### src/rtl/offnariscv_pkg.sv
// Shared offnariscv payload types plus the execute-scheduler state and unit enums.
package offnariscv_pkg;

   localparam int XLEN = 32;

   typedef enum logic [3:0] {
      ALU_ADD, ALU_SUB, ALU_AND, ALU_OR, ALU_XOR,
      ALU_SLL, ALU_SRL, ALU_SRA, ALU_SLT, ALU_SLTU
   } alu_cmd_e;

   typedef enum logic [2:0] {
      BRU_BEQ, BRU_BNE, BRU_BLT, BRU_BGE,
      BRU_BLTU, BRU_BGEU, BRU_JAL, BRU_JALR
   } bru_cmd_e;

   typedef struct packed {
      logic [XLEN-1:0] pc;
   } if_data_t;

   typedef struct packed {
      if_data_t        if_data;
      logic            int_exc_valid;
      logic            alu_cmd_vld;
      alu_cmd_e        alu_cmd;
      logic            bru_cmd_vld;
      bru_cmd_e        bru_cmd;
      logic [XLEN-1:0] operand1;
      logic [XLEN-1:0] operand2;
      logic [XLEN-1:0] immediate;
   } rfex_tdata_t;

   typedef struct packed {
      logic [XLEN-1:0] operand1;
      logic [XLEN-1:0] operand2;
      alu_cmd_e        cmd;
   } rfalu_tdata_t;

   typedef struct packed {
      logic [XLEN-1:0] result;
   } aluwb_tdata_t;

   typedef struct packed {
      logic [XLEN-1:0] operand1;
      logic [XLEN-1:0] operand2;
      logic [XLEN-1:0] offset;
      logic [XLEN-1:0] this_pc;
      bru_cmd_e        cmd;
   } rfbru_tdata_t;

   typedef struct packed {
      logic [XLEN-1:0] result;
      logic [XLEN-1:0] new_pc;
      logic            taken;
   } bruwb_tdata_t;

   typedef struct packed {
      rfex_tdata_t rf_data;
   } ex_data_t;

   typedef struct packed {
      logic [XLEN-1:0] wdata;
      ex_data_t        ex_data;
   } wbrf_tdata_t;

   typedef enum logic [1:0] {IDLE, ISSUE, WAIT, OUT} ex_sched_state_e;

   typedef enum logic [1:0] {EXU_NONE, EXU_ALU, EXU_BRU} ex_unit_e;

   // A pending exception suppresses dispatch; BRU has priority over ALU.
   function automatic ex_unit_e ex_select_unit(input rfex_tdata_t beat);
      if (beat.int_exc_valid) return EXU_NONE;
      if (beat.bru_cmd_vld)   return EXU_BRU;
      if (beat.alu_cmd_vld)   return EXU_ALU;
      return EXU_NONE;
   endfunction

endpackage

### src/rtl/offnariscv_ex_sched.sv
// Execute-stage scheduler: one instruction in flight, dispatched to ALU or BRU, result to WB.
// Optional performance counters are enabled with `define OFFNARISCV_EX_SCHED_PERF_EN.
module offnariscv_ex_sched
   import offnariscv_pkg::*;
(
   input  logic                         clk,
   input  logic                         rst_n,
   input  logic                         s_rfex_tvalid,
   output logic                         s_rfex_tready,
   input  rfex_tdata_t                  s_rfex_tdata,
   output logic                         m_alu_tvalid,
   input  logic                         m_alu_tready,
   output rfalu_tdata_t                 m_alu_tdata,
   input  logic                         s_alu_tvalid,
   output logic                         s_alu_tready,
   input  aluwb_tdata_t                 s_alu_tdata,
   output logic                         m_bru_tvalid,
   input  logic                         m_bru_tready,
   output rfbru_tdata_t                 m_bru_tdata,
   input  logic                         s_bru_tvalid,
   output logic                         s_bru_tready,
   input  bruwb_tdata_t                 s_bru_tdata,
   output logic                         m_wb_tvalid,
   input  logic                         m_wb_tready,
   output wbrf_tdata_t                  m_wb_tdata,
   output logic                         redirect_valid,
   output logic [XLEN-1:0]              redirect_pc
`ifdef OFFNARISCV_EX_SCHED_PERF_EN
   ,
   output logic [31:0]                  perf_busy_cycles,
   output logic [31:0]                  perf_unit_stall_cycles,
   output logic [31:0]                  perf_wb_stall_cycles
`endif
);

   ex_sched_state_e state_q, state_d;
   ex_unit_e        sel_q, sel_d;
   rfex_tdata_t     beat_q, beat_d;
   logic [XLEN-1:0] result_q, result_d;
   logic [XLEN-1:0] new_pc_q, new_pc_d;
   logic            taken_q, taken_d;
   logic [XLEN-1:0] redirect_pc_q, redirect_pc_d;

   logic            rfex_fire;
   ex_unit_e        rfex_sel;

   // Readies are forced low while reset is held so nothing handshakes into a resetting block.
   assign s_rfex_tready = rst_n && ((state_q == IDLE) || ((state_q == OUT) && m_wb_tready));
   assign rfex_fire     = s_rfex_tvalid && s_rfex_tready;
   assign rfex_sel      = ex_select_unit(s_rfex_tdata);

   assign m_alu_tvalid  = (state_q == ISSUE) && (sel_q == EXU_ALU);
   assign m_bru_tvalid  = (state_q == ISSUE) && (sel_q == EXU_BRU);
   assign s_alu_tready  = (state_q == WAIT)  && (sel_q == EXU_ALU);
   assign s_bru_tready  = (state_q == WAIT)  && (sel_q == EXU_BRU);
   assign m_wb_tvalid   = (state_q == OUT);

   assign m_alu_tdata = '{operand1: beat_q.operand1, operand2: beat_q.operand2,
                          cmd: beat_q.alu_cmd};
   assign m_bru_tdata = '{operand1: beat_q.operand1, operand2: beat_q.operand2,
                          offset: beat_q.immediate, this_pc: beat_q.if_data.pc,
                          cmd: beat_q.bru_cmd};
   assign m_wb_tdata  = '{wdata: result_q, ex_data: '{rf_data: beat_q}};

   assign redirect_valid = m_wb_tvalid && m_wb_tready && (sel_q == EXU_BRU) && taken_q;
   assign redirect_pc    = redirect_valid ? new_pc_q : redirect_pc_q;

   always_comb begin
      state_d       = state_q;
      sel_d         = sel_q;
      beat_d        = beat_q;
      result_d      = result_q;
      new_pc_d      = new_pc_q;
      taken_d       = taken_q;
      redirect_pc_d = redirect_pc_q;

      case (state_q)
         ISSUE: begin
            if ((m_alu_tvalid && m_alu_tready) || (m_bru_tvalid && m_bru_tready)) begin
               state_d = WAIT;
            end
         end
         WAIT: begin
            if (s_alu_tready && s_alu_tvalid) begin
               result_d = s_alu_tdata.result;
               state_d  = OUT;
            end else if (s_bru_tready && s_bru_tvalid) begin
               result_d = s_bru_tdata.result;
               new_pc_d = s_bru_tdata.new_pc;
               taken_d  = s_bru_tdata.taken;
               state_d  = OUT;
            end
         end
         OUT: begin
            if (m_wb_tready) begin
               state_d = IDLE;
               if (redirect_valid) redirect_pc_d = new_pc_q;
            end
         end
         default: state_d = state_q;
      endcase

      // A new beat is only accepted in IDLE or on the OUT handshake, so it overrides the above.
      if (rfex_fire) begin
         beat_d = s_rfex_tdata;
         sel_d  = rfex_sel;
         if (rfex_sel == EXU_NONE) begin
            result_d = '0;
            state_d  = OUT;
         end else begin
            state_d  = ISSUE;
         end
      end
   end

   always_ff @(posedge clk or negedge rst_n) begin
      if (!rst_n) begin
         state_q       <= IDLE;
         sel_q         <= EXU_NONE;
         beat_q        <= '0;
         result_q      <= '0;
         new_pc_q      <= '0;
         taken_q       <= 1'b0;
         redirect_pc_q <= '0;
      end else begin
         state_q       <= state_d;
         sel_q         <= sel_d;
         beat_q        <= beat_d;
         result_q      <= result_d;
         new_pc_q      <= new_pc_d;
         taken_q       <= taken_d;
         redirect_pc_q <= redirect_pc_d;
      end
   end

`ifdef OFFNARISCV_EX_SCHED_PERF_EN
   logic [31:0] perf_busy_q, perf_busy_d;
   logic [31:0] perf_unit_q, perf_unit_d;
   logic [31:0] perf_wb_q, perf_wb_d;
   logic        unit_stall;

   assign unit_stall = ((state_q == ISSUE) && !((sel_q == EXU_ALU) ? m_alu_tready : m_bru_tready))
                    || ((state_q == WAIT)  && !((sel_q == EXU_ALU) ? s_alu_tvalid : s_bru_tvalid));

   always_comb begin
      perf_busy_d = perf_busy_q;
      perf_unit_d = perf_unit_q;
      perf_wb_d   = perf_wb_q;
      if (state_q != IDLE)                 perf_busy_d = perf_busy_q + 32'd1;
      if (unit_stall)                      perf_unit_d = perf_unit_q + 32'd1;
      if ((state_q == OUT) && !m_wb_tready) perf_wb_d  = perf_wb_q + 32'd1;
   end

   always_ff @(posedge clk or negedge rst_n) begin
      if (!rst_n) begin
         perf_busy_q <= '0;
         perf_unit_q <= '0;
         perf_wb_q   <= '0;
      end else begin
         perf_busy_q <= perf_busy_d;
         perf_unit_q <= perf_unit_d;
         perf_wb_q   <= perf_wb_d;
      end
   end

   assign perf_busy_cycles       = perf_busy_q;
   assign perf_unit_stall_cycles = perf_unit_q;
   assign perf_wb_stall_cycles   = perf_wb_q;

`ifndef SYNTHESIS
   dual_cmd_a: assert property (@(posedge clk) disable iff (!rst_n)
      rfex_fire |-> !(s_rfex_tdata.alu_cmd_vld && s_rfex_tdata.bru_cmd_vld));
`endif
`endif

endmodule

### config.mk
export PLATFORM = sky130hd
export DESIGN_NAME = offnariscv_ex_sched
export DESIGN_NICKNAME = d
export VERILOG_FILES = /design/src/rtl/offnariscv_pkg.sv /design/src/rtl/offnariscv_ex_sched.sv
export SDC_FILE = /design/constraint.sdc
export NUM_CORES = 1
export LEC_CHECK = 0
export ABC_CLOCK_PERIOD_IN_PS = 3100
export CAP_MARGIN = 20
export CELL_PAD_IN_SITES_DETAIL_PLACEMENT = 0
export CELL_PAD_IN_SITES_GLOBAL_PLACEMENT = 2
export CORE_AREA = 2 2 250 252
export CTS_CLUSTER_SIZE = 28
export DETAILED_ROUTE_END_ITERATION = 8
export DIE_AREA = 0 0 252 254
export HOLD_SLACK_MARGIN = 0.05
export PLACE_DENSITY_LB_ADDON = 0.1
export SLEW_MARGIN = 0
export SYNTH_ARGS = -nofsm -noshare
export SYNTH_HDL_FRONTEND = slang
export SYNTH_SLANG_ARGS = --single-unit
### constraint.sdc
create_clock -name clk -period 3.1 [get_ports clk]
set_input_delay 0.31 -clock clk [delete_from_list [all_inputs] [get_ports clk]]
set_output_delay 0.31 -clock clk [all_outputs]
set_load 0.03 [all_outputs]
### After elaboration in Yosys (flattened, before gate mapping)

Index checks and enable logic that the tools add are counted.

* register bits: 239
* output and inout port bits: 408

* bitwise logic cells: 1
* multiplexer cells: 25
* equality and inequality tests: 8
* reductions and logical operators: 21

Operator list (number)
* $mux 32: 6
* $mux 2: 12
* $logic_and 1x1->1: 13
* $eq 2x2->1 const B: 3
* $mux 1: 6
* $pmux 2 s3: 1
* $eq 2x1->1 const B: 2
* $logic_not 2->1: 2
* $ne 4x2->1 const B: 1
* $reduce_and 4->1: 1
* $reduce_bool 4->1: 1
* $ne 3x1->1 const B: 1
* $ne 3x2->1 const B: 1
* $reduce_and 3->1: 1
* $logic_or 1x1->1: 2
* $reduce_and 2->1: 1
* $not 1->1: 1

### Longest topological paths before layout

Gate-level depths: netlist (run 1).

* word-level depth: 10
* mapped depth: 8

### Worst setup path before layout (run 1)

Ideal clock, no wire load.

* path kind: register -> output
* start: register state_q[0]
* end: output redirect_pc[0]
* path buffers: 2
* cell stages (with the launch flop): 6
* setup slack: 1122 ps
* required time: 2790 ps
* data arrival time: 1668 ps
* cell sequence: dfrtp_1 -> ha_1 -> nand4_1 -> buf_4 -> buf_6 -> mux2_4

* word-level cells in the longest chain between the ends: 5

Ends and longest elaborated chain
* start, declared: line offnariscv_ex_sched.sv:36 `ex_sched_state_e state_q, state_d;`
* start signal, assigned: line offnariscv_ex_sched.sv:126 `state_q <= state_d;`
* $eq 2x2->1: line offnariscv_ex_sched.sv:56 `assign m_wb_tvalid = (state_q == OUT);`
* via m_wb_tvalid: line offnariscv_ex_sched.sv:23 `output logic m_wb_tvalid,`
* $logic_and 1x1->1 (3 in a row): line offnariscv_ex_sched.sv:65 `assign redirect_valid = m_wb_tvalid && m_wb_tready && (sel_q == EXU_BRU) && taken_q;`
* $mux 32
* end, declared: line offnariscv_ex_sched.sv:27 `output logic [XLEN-1:0] redirect_pc`

The timed path passes the listed nets, and every way through them passes these cells.

### Final worst setup path (run 1)

* start: register state_q[0]
* end: output redirect_pc[9]

* word-level cells in the longest chain between the ends: 5

Ends and longest elaborated chain (line)
* $eq 2x2->1: offnariscv_ex_sched.sv:56
* $logic_and 1x1->1 (3 in a row): offnariscv_ex_sched.sv:65
* $mux 32

No other way between the ends.

==> results of run 1 <==
cells in the final DEF (no fill, tap or decap), types with 2 or more instances in the layout:
cell type        count
buf_4               12
bufinv_16            2
o22ai_1             32
mux2i_1              2
dlymetal6s2s_1       5
clkinv_2             5
mux2_4              49
dfrtp_1            239
clkbuf_16           38
clkbuf_8             2
inv_1                4
nor2_1              34
diode_2              4
nor3_1              32
nand4b_1             4
and2_1               2
ha_1                 4
dlygate4sd2_1       17
and3b_1              2
o21ai_0              2
clkbuf_1            12
nand2_1              5
clkdlybuf4s50_1    625
buf_12               6
mux2_2             186
nand3_1              5
final timing paths:
kind                                    from                end  slack [ps]  cells past startpoint
max                               state_q[0]     redirect_pc[9]         150                      5
min                                    rst_n    m_wb_tdata[105]         350                      2
min in group clk             s_bru_tdata[41]        result_q[8]         390                      3
max reg2reg                       state_q[0]       result_q[11]         730                      8
min reg2reg                redirect_pc_q[12]  redirect_pc_q[12]         510                      1
max in group asynchronous              rst_n    m_alu_tdata[60]        1200                      4
power by group:
group / leakage (uW) / internal [uW] / total, uW / switching (uW)
combinational: 0.00434 / 6210 / 13900 / 7700
clock: 0.000532 / 2390 / 3870 / 1480
sequential: 0.00294 / 4680 / 6280 / 1600
sequential cells by signal, indices dropped and copies added, names as in the netlist:
| register | flops |
|---|---|
| sel_q | 2 |
| taken_q | 1 |
| m_alu_tdata | 68 |
| redirect_pc_q | 32 |
| m_bru_tdata | 67 |
| state_q | 2 |
| new_pc_q | 32 |
| result_q | 32 |
| m_wb_tdata | 3 |
routing by layer:
metal	global-route usage [%]	vias up
met3	4.16	55
met4	4.16	6
met5	0	-
met1	14.5	4079
li1	-	3693
met2	25.1	341
critical path: stages, from the launching register on:
cell and delay (ps):
dfrtp_1 410, ha_2 280, nand4_1 150, clkbuf_16 300, mux2_4 360, clkdlybuf4s50_1 600
kinds of logic after synthesis:
| kind of cell | after synthesis |
|---|---|
| AO/OA/AOI/OAI | 38 |
| adder cells (fa/ha/maj) | 5 |
| buffers and inverters | 241 |
| flip-flops | 239 |
| multiplexers | 237 |
| AND/OR/NAND/NOR | 90 |
layout make-up:
type	instances	area share, %
repair buffers	668	36.5
flip-flops and latches	239	32.5
multi-input cells	370	19.6
clock buffers	51	5.42
well taps	790	5.37
clock inverters	8	0.503
inverters	4	0.0815
diodes	4	0.0543
through the flow:
step,total power [uW],setup slack (ps),instance area (um^2)
floorplan,15400,1120,11300
global placement,20600,513,17300
detailed placement,20600,453,17300
CTS,24500,0.190,18400
global route,25300,1.07,18400
finish,24100,151,18400
timing repair:
item / 4_1_cts / 5_1_grt
setup endpoints to repair: 17 / 13
gates resized for setup: 17 / 7
pin swaps: 0 / 0
hold buffers: 1 / 0
endpoints found under the hold margin: 28 / 0
==> flow_summary.ini, run 1 <==
[run_status]
outcome = finished clean

[route]
drc = 0
avgRoutedWirePerCell_um = 21.2
highest_layer = met5
detail-route-antenna-nets = 0
vias = 8174
wl_met3_mm = 3.39
drt_iter0_drc = 218
wl_mm = 45.2
viasPerCell = 3.83
routed-wl-met2_mm = 24.6
first_pass_iters = 4
wl_met1_mm = 16.4

[synthesis]
yosys.area.top_type = dfrtp_1
synth_top_area_share_pct = 52.8
synth_compound_area_share_pct = 2.14
synth_fa_ha_area_share_pct = 0.552
yosysSeqAreaShare_pct = 52.8
synth-main-ff-cell = dfrtp_1
ys_async_sr_fraction_pct = 100
synth_edf_count = 0
muxShareOfSynthArea_pct = 25.2
ys_types = 28
syn_nets = 1098
yosysMostFrequentCell = dfrtp_1
ys_seq_elements = 239
synthCells = 850
synth-simple-area-share_pct = 3.86
synth_area_leaders = dfrtp_1 53%, mux2_2 18%, buf_4 14%
synth_top_family_by_area = multiplexers
avgSynthCellArea_um2 = 13.3
synth_xor_area_share_pct = 0
synth_commonest_cells = 239 x dfrtp_1, 210 x buf_4, 186 x mux2_2
yosysWarnings = 0
syn_area_mm2 = 0.0113

[global_routing]
grt_pass1_vias = 8340
grt_max_degree = 114
antenna_found_initial = 9
grt_use_total_pct = 13.5
overflow = 0
grt_pass1_wl_mm = 62.3

[timing]
max_freq_mhz = 339
worst_pin_slew_ps = 823
rsz0062_at_grt = no
hold_slack_ps = 348
fin_crit_sh_pct = 95.1
period_needed_ps = 2950
slew_headroom_pct = 45.1
finalMaxSlewViolations = 0
setup_violations = 0
setup_tns_ps = 0
hold_viol = 0
finalClockSkew_ps = 13.0

[finish]
multi_input_area_mm2 = 0.00360
nNetsFinal = 1565
seqCellArea_mm2 = 0.00598
fill_cells = 6279
area_delta_synth_final_pct = 62.6
instances_no_fill = 2134
layout-drive-gt1-share_pct = 23.0
utilization_pct = 30.1

[worst_setup_path]
crit_fanout = 49
crit_path_end_kind = output pin
crit_arrival_ps = 2640
critPathLaunchType = flip-flop
crit_type = flip-flop to output pin
crit_required_ps = 2790

[pwr]
power_density_mw_per_mm2 = 1310
p_leak_uw = 0.00782
vdd.ir_drop.worst_uv = 396

[floorplanning]
pin_count = 651
die_y_um = 254
num_rows = 91
die_w_um = 252
design.die.area_mm2 = 0.0640
coreArea_mm2 = 0.0613
start_util_pct = 18.5

[clock_network]
cts.sinks = 239
cts_htree_levels = 2
path_clk_slew_ps = 50
cts_tree = yes
cts_setup_buffers = 0
clock_path_buffers = 3
cts-root-buf = clkbuf_16
numCtsBuffers = 34
clk_latency_ps = 530

[place]
port_buffers = 650
hpwl_mm = 35.3
gp_congestion = 0.738
dp_cells = 2070

[job]
maxCapViolations = 0

[min_path]
hold_class = input port to async pin
No activity file was read; power rests on OpenSTA's default activity.
==> run 2: changes to the inputs <==
ABC_AREA = 1   (was unset)
CORE_AREA = 2 2 255 257   (was 2 2 250 252)
DIE_AREA = 0 0 257 259   (was 0 0 252 254)
==> flow_summary.ini, run 2 <==
[worst_setup_path]
r2r_end = m_bru_tdata[13]
r2r_slack_ps = 810
crit_arrival_ps = 2390
crit_required_ps = 2790
critPathLaunchType = flip-flop
crit_fanout = 32
r2r_start = state_q[0]
crit_path_end_kind = output pin
crit_type = flip-flop to output pin
r2r_cells = 8

[finish]
largest_register_ff_count = 68
layout-drive-gt1-share_pct = 8.08
final_cell_mix = 616 x clkdlybuf4s50_1, 550 x nand2_1, 239 x dfrtp_1, 37 x clkbuf_16
utilization_pct = 28.3
final_common_cell = clkdlybuf4s50_1
area_delta_synth_final_pct = 64.9
nNetsFinal = 1910
fill_cells = 6725
postLayoutCellArea_mm2 = 0.0181

[timing]
finalClockSkew_ps = 11.0
worst_slack_ps = 403
setup_tns_ps = 0
max_freq_mhz = 371
period_needed_ps = 2700
finalMaxSlewViolations = 0
hold_viol = 0
rsz0062_at_grt = no
setup_violations = 0
slew_headroom_pct = 42.3
fin_crit_sh_pct = 87.0
worst_pin_slew_ps = 866

[synthesis]
synth_top_area_share_pct = 54.6
synth_area_leaders = dfrtp_1 55%, nand2_1 19%, buf_4 14%
yosysSeqAreaShare_pct = 54.6
ys_async_sr_fraction_pct = 100
ys_seq_elements = 239
ys_types = 26
synth_commonest_cells = 550 x nand2_1, 239 x dfrtp_1, 203 x buf_4
synth-main-ff-cell = dfrtp_1
yosys.area.top_type = dfrtp_1
syn_area_mm2 = 0.0110
avgSynthCellArea_um2 = 9.02
synth_edf_count = 0
yosysWarnings = 0
syn_nets = 1462
yosysMostFrequentCell = nand2_1
synthCells = 1214

[floorplanning]
pin_count = 651
start_util_pct = 17.1
num_rows = 93
coreArea_mm2 = 0.0639
die_w_um = 257
design.die.area_mm2 = 0.0666
die_y_um = 259

[global_routing]
antenna_found_initial = 7
grt_max_degree = 141
overflow = 0
grt_pass1_wl_mm = 67.8
grt_use_total_pct = 13.7
grt_pass1_vias = 9641

[route]
wl_mm = 46.8
detail-route-antenna-nets = 0
vias = 9370
viasPerCell = 3.69
drc = 0
first_pass_iters = 6
drt_iter0_drc = 452
avgRoutedWirePerCell_um = 18.4

[clock_network]
cts-root-buf = clkbuf_16
cts.sinks = 239
cts_setup_buffers = 0
clock_path_buffers = 3
path_clk_slew_ps = 50
cts_tree = yes
cts_htree_levels = 2
numCtsBuffers = 34
clk_latency_ps = 520

[pwr]
power_density_mw_per_mm2 = 1250
p_leak_uw = 0.00839
vdd.ir_drop.worst_uv = 404
total_power_uw = 22500

[run_status]
outcome = finished clean

[job]
maxCapViolations = 0

[place]
port_buffers = 650
place_ws_ps = 636
gp_congestion = 0.754
hpwl_mm = 34.9
place_area_mm2 = 0.0169

[min_path]
hold_class = input port to async pin
run 2: how the worst max path moves through the flow:
| stage | from | end | slack, ps | cells after the start |
|---|---|---|---|---|
| 5_1_grt | state_q[0] | redirect_pc[17] | 160 | 9 |
| 3_3_place_gp | m_wb_tready | redirect_pc[18] | 660 | 9 |
| 3_5_place_dp | m_wb_tready | redirect_pc[13] | 640 | 9 |
| 6_report | state_q[0] | redirect_pc[15] | 400 | 8 |
| 2_1_floorplan | state_q[0] | redirect_pc[22] | 1070 | 8 |
| 4_1_cts | state_q[0] | redirect_pc[13] | 90 | 9 |
run 2: per-stage QoR:
stage | hold WS, ps | cells
floorplan | 14.4 | 1214
finish | 268 | 2541
global route | 273 | 2539
CTS | 243 | 2538
detailed placement | 211 | 2480
global placement | 217 | 2480
run 2: worst max-delay path, cell delays in order (launching register included):
cell and delay [ps]:
dfrtp_1 420, ha_1 290, nand2_1 110, inv_1 70, nand3_2 100, buf_4 410
nand2_1 140, nand2_1 110, buf_4 180
run 2: kinds of logic after synthesis:
logic type,synth area share [%]
and+or+nand+nor,21.0
muxes,3.67
buffers and inverters,16.4
adders and majority gates,0.571
DFF,54.6
AOI/OAI and AO/OA,3.71
run 2: cell type report:
type / count / area (um^2) / share of cell area, %
Clock inverter: 5 / 75.1 / 0.416
Multi-Input combinational cell: 710 / 3190 / 17.7
Inverter: 14 / 57.6 / 0.319
Tap cell: 855 / 1070 / 5.92
Antenna cell: 3 / 7.51 / 0.0416
Timing Repair Buffer: 663 / 6650 / 36.9
Sequential cell: 239 / 5980 / 33.1
Clock buffer: 52 / 1020 / 5.66
run 2: where the power goes:
part	internal, uW	switching (uW)	leakage, uW
logic	5170	7560	0.00484
registers	4570	1330	0.00302
clock network	2420	1460	0.000538
total	12200	10400	0.00839
run 2: repair_timing:
| action | 4_1_cts | 5_1_grt |
|---|---|---|
| endpoints found under the hold margin | 29 | 0 |
| resized for setup | 0 | 2 |
| setup endpoints to repair | 0 | 8 |
| hold buffers | 1 | 0 |
run 2: routing by layer:
| layer | vias to the layer above | routed length [um] | global-route usage (%) |
|---|---|---|---|
| met4 | 8 | 815 | 3.55 |
| met3 | 56 | 3540 | 4.53 |
| met5 | - | 51 | 0 |
| met2 | 353 | 25000 | 25.5 |
| li1 | 4501 | - | - |
| met1 | 4452 | 17500 | 14.9 |
